## src/rtl/ucsbece152a_counter.sv

```systemverilog
// Command sequencer for an up/down counter: accepts "move to target" commands and
// steers the counter's enable/dir until the goal count is reached (up, down, bounce).
module ucsbece152a_counter_ctrl #(
  parameter int WIDTH = 3
) (
  input  logic             clk,
  input  logic             rst,
  input  logic             cmd_valid_i,
  output logic             cmd_ready_o,
  input  logic [WIDTH-1:0] cmd_target_i,
  input  logic [1:0]       cmd_mode_i,
  input  logic             pause_i,
  input  logic             abort_i,
  input  logic [WIDTH-1:0] count_i,
  output logic             enable_o,
  output logic             dir_o,
  output logic             busy_o,
  output logic             done_o,
  output logic [WIDTH:0]   moves_o
);

  typedef enum logic [1:0] {IDLE, LEG1, LEG2, DONE} state_t;

  localparam logic [1:0] MODE_DOWN   = 2'b01;
  localparam logic [1:0] MODE_BOUNCE = 2'b10;

  state_t           state, state_nxt;
  logic [WIDTH-1:0] target_q;
  logic [WIDTH-1:0] start_q;
  logic [1:0]       mode_q;
  logic [WIDTH:0]   moves_q;

  logic [WIDTH-1:0] goal;
  logic             at_goal;
  logic             accept;
  logic             moving;

  // The second leg of a bounce returns to the count captured at accept.
  assign goal    = (state == LEG2) ? start_q : target_q;
  assign at_goal = (count_i == goal);
  assign accept  = cmd_valid_i && (state == IDLE);
  assign moving  = (state == LEG1) || (state == LEG2);

  always_ff @(posedge clk) begin
    if (rst) begin
      state    <= IDLE;
      target_q <= '0;
      start_q  <= '0;
      mode_q   <= '0;
      moves_q  <= '0;
    end else begin
      state <= state_nxt;
      if (accept) begin
        target_q <= cmd_target_i;
        start_q  <= count_i;
        mode_q   <= cmd_mode_i;
        moves_q  <= '0;
      end else if (enable_o) begin
        moves_q <= moves_q + 1'b1;
      end
    end
  end

  // Abort takes priority over goal detection in both legs.
  always_comb begin
    state_nxt = state;
    unique case (state)
      IDLE: if (accept) state_nxt = LEG1;
      LEG1: begin
        if (abort_i)      state_nxt = IDLE;
        else if (at_goal) state_nxt = (mode_q == MODE_BOUNCE) ? LEG2 : DONE;
      end
      LEG2: begin
        if (abort_i)      state_nxt = IDLE;
        else if (at_goal) state_nxt = DONE;
      end
      DONE: state_nxt = IDLE;
      default: state_nxt = IDLE;
    endcase
  end

  // Enable is gated combinationally so the counter never steps past the goal.
  always_comb begin
    cmd_ready_o = (state == IDLE);
    busy_o      = (state != IDLE);
    done_o      = (state == DONE);
    enable_o    = moving && !pause_i && !abort_i && !at_goal;
    dir_o       = (state == LEG2) || ((state == LEG1) && (mode_q == MODE_DOWN));
  end

  assign moves_o = moves_q;

endmodule

```

## config.mk

```make
export PLATFORM = sky130hd
export DESIGN_NAME = ucsbece152a_counter_ctrl
export DESIGN_NICKNAME = d
export VERILOG_FILES = /design/src/rtl/ucsbece152a_counter.sv
export SDC_FILE = /design/constraint.sdc
export NUM_CORES = 1
export LEC_CHECK = 0
export ABC_AREA = 1
export BUFFER_PORTS_ARGS = -buffer_cell sky130_fd_sc_hd__buf_2
export CAP_MARGIN = 20
export CORE_UTILIZATION = 40
export DETAILED_ROUTE_END_ITERATION = 16
export PLACE_DENSITY = 0.66
export SLEW_MARGIN = 25
export SYNTH_ARGS = -nofsm -noshare
export SYNTH_HDL_FRONTEND = slang
export SYNTH_SLANG_ARGS = --single-unit
```

## constraint.sdc

```tcl
create_clock -name clk -period 2.4 [get_ports clk]
set_clock_uncertainty 0.2 [all_clocks]
set_input_delay 0.12 -clock clk [delete_from_list [all_inputs] [get_ports clk]]
set_output_delay 0.12 -clock clk [all_outputs]
set_load 0.02 [all_outputs]
```

==> impl_metrics.py <==
metrics = {
    "detailed_routing": {
        "vias": 788,
        "drt_drc_violations_left": 0,
        "initialDrtViolationCount": 17,
        "firstDrtPassIters": 4,
        "vias_per_cell": 4.55,
        "drt.antenna.violating_nets": 0,
        "wire_per_inst_um": 9.97,
        "wirelength_mm": 1.72,
    },
    "finish": {
        "syn2layout_area_growth_pct": 33.2,
        "final_common_cell": "nand2_1",
        "nFillCells": 165,
        "layout_common_cells": "31 x nand2_1, 21 x buf_2, 20 x inv_1",
        "multi_input_area_sq_um": 410,
        "utilization_pct": 58.2,
        "post_route_cells_drive_above_1_share_pct": 22.3,
        "nNetsFinal": 167,
        "n_antenna_cell": 0,
        "register_area_sq_um": 280,
    },
    "sta": {
        "setup_viol": 0,
        "slew_headroom_pct": 69.6,
        "final.setup.worst_slack_ns": 0.270,
        "finalCritPeriodShare_pct": 88.8,
        "fin_setup_tns_ns": 0,
        "maxSlewViolCount": 0,
        "fmax_mhz": 469,
        "period_minus_slack_ns": 2.13,
        "rsz0062_at_grt": "no",
        "worst_hold_slack_ns": 0.0221,
        "tightest_slew_ns": 0.456,
        "final_hold_viol_count": 0,
    },
    "floorplan": {
        "die-area_sq_mm": 0.00213,
        "die_h_um": 46.1,
        "ios": 22,
        "core-area_sq_mm": 0.00178,
        "start_util_pct": 43.7,
        "die_x_um": 46.1,
        "rows": 15,
    },
    "pwr": {
        "seqPwrFrac_pct": 45.7,
        "switching_share_pct": 30.1,
        "power_leakage_nw": 0.534,
        "p_switching_mw": 0.171,
        "p_int_mw": 0.397,
        "power.density_mw_per_mm2": 546,
        "vdd_drop_max_mv": 0.285,
        "pwr-share-clk_pct": 30.6,
        "comb_power_share_pct": 23.8,
    },
    "grt": {
        "grt_overflow_total": 0,
        "use_met1_pct": 22.2,
        "grt_start_max_net_pins": 17,
        "gr-usage-met2_pct": 28.7,
        "grt_pass1_vias": 660,
        "track_usage_pct": 17.8,
        "met3_usage_pct": 2.35,
        "grt_pass1_wl_mm": 2.65,
        "grt.busiest_layer": "met2",
        "antenna_found_initial": 0,
    },
    "cts": {
        "cts_root_buffer": "clkbuf_4",
        "cts_tree": "built",
        "cts_buffers": 3,
        "insertion_delay_ns": 0.28,
        "cts_max_level": 1,
        "cts.path.max_buffers": 2,
        "clkTransAtPathRegs_ns": 0.09,
        "post_cts_resized": 0,
        "cts_sinks": 14,
    },
    "place": {
        "post-dp-hpwl_mm": 1.28,
        "port_buffers": 21,
        "dp_slack_ns": 0.564,
        "gp_congestion": 0.774,
    },
    "logic_synthesis": {
        "yosys.area.top_type_share_pct": 36.0,
        "syn_avg_cell_area_sq_um": 6.78,
        "synth_area_leaders": "dfxtp_1 36%, nand2_1 15%, inv_1 9.6%, a21oi_1 8.3%, ha_1 8.0%",
        "ys_types": 20,
        "synthesis.nets": 133,
        "netlist_area_sq_um": 779,
        "yosysSeqAreaShare_pct": 36.0,
        "synthCells": 115,
        "ys_warn_count": 0,
        "synth-seq-cells": 14,
        "synth_top_area_cell": "dfxtp_1",
    },
    "worst_setup_path": {
        "crit_chain": "inv_1 > ha_1 > inv_2 > nand2_2 > nand2_1 > nand2_1 > nand2_1 > nand3_2 > nand2_4 > inv_4 > buf_2",
        "arrival_ns": 1.81,
        "slowest_stage": "dfxtp_1",
        "slowest_delay_ns": 0.36,
        "cp_max_fo": 6,
        "cp_top_family": "simple AND/OR/NAND/NOR gates",
        "worstSetupPathType": "reg2out",
        "cp_common_cell": "nand2_1",
        "path_buf_inv": 4,
        "crit_path_start_kind": "register",
        "critPathCaptureType": "output port",
        "cp.required_ns": 2.08,
    },
    "min_path": {
        "min_path_type": "in2reg",
    },
    "outcome": {
        "outcome": "complete, no violations",
    },
    "job": {
        "maxCapViolCount": 0,
    },
}
-- synth_stat cells --
library cell,count
a21oi_1,13
nand2_1,31
nand2_2,2
nor2_1,6
inv_2,1
nand2_4,1
xnor2_1,1
inv_4,1
a21oi_2,1
inv_1,20
dfxtp_1,14
o21ai_1,1
o21ai_0,8
ha_1,5
o211ai_1,1
xor2_1,1
nand3_1,5
or2_2,1
clkbuf_1,1
nand3_2,1
-- flip-flops by register name (all words and copies together) (netlist names) --
register  cells
mode_q        2
moves_o       4
start_q       3
state         2
target_q      3
-- power groups by stage --
stage          logic (mW)  clock network [mW]  registers (mW)
2_1_floorplan      0.0890                   0           0.263
3_3_place_gp        0.122                   0           0.264
3_5_place_dp        0.123                   0           0.265
4_1_cts             0.135               0.175           0.259
5_1_grt             0.152               0.188           0.261
6_report            0.135               0.174           0.259
-- worst min-delay path: cells and delay by family --
kind / cells / cell delay, ns
AO/OA/AOI/OAI: 1 / 0.04
buffers and inverters: 1 / 0.08
AND/OR/NAND/NOR: 3 / 0.21
-- final timing paths --
check                                               end  slack [ns]  depth (start not counted)                    start
worst min register to register  start_q[0]$_SDFFE_PP0P_        0.27                          2  start_q[0]$_SDFFE_PP0P_
worst max-delay path                           enable_o        0.27                         11    state[0]$_SDFFE_PP0P_
worst min-delay path              state[1]$_SDFFE_PP0P_        0.02                          5              cmd_valid_i
worst max register to register    state[1]$_SDFFE_PP0P_        0.59                         11    state[0]$_SDFFE_PP0P_
-- kinds of logic after synthesis --
family / Yosys count / share of synthesized area (%)
buf+inv: 23 / 11.4
compound gates: 24 / 16.2
fa+ha+maj: 5 / 8.03
simple gates: 47 / 26.2
xor+xnor: 2 / 2.25
flops: 14 / 36.0
-- metrics by stage --
step / total power [mW] / instances / area (sq um)
final: 0.567 / 173 / 1040
after global placement: 0.386 / 160 / 912
after CTS: 0.570 / 173 / 1040
after global routing: 0.602 / 173 / 1040
after detailed placement: 0.388 / 160 / 912
after floorplan: 0.352 / 115 / 779
-- what timing repair did --
action	CTS	global route
hold buffers	9	0
endpoints found under the hold margin	13	0
setup buffers	0	0
-- metal layers --
layer | routed length [um] | vias up
met2 | 809 | 19
met1 | 824 | 341
li1 | - | 424
met4 | 38 | 0
met3 | 53 | 4
met5 | 0 | -
-- final cells by class --
type | instances | share of cell area [%]
Tap cell | 25 | 3.01
Clock buffer | 4 | 3.49
Multi-Input combinational cell | 78 | 39.5
Sequential cell | 14 | 27.0
Timing Repair Buffer | 30 | 18.8
Inverter | 22 | 8.19
Note: power is estimated with default switching activity, not from simulation.
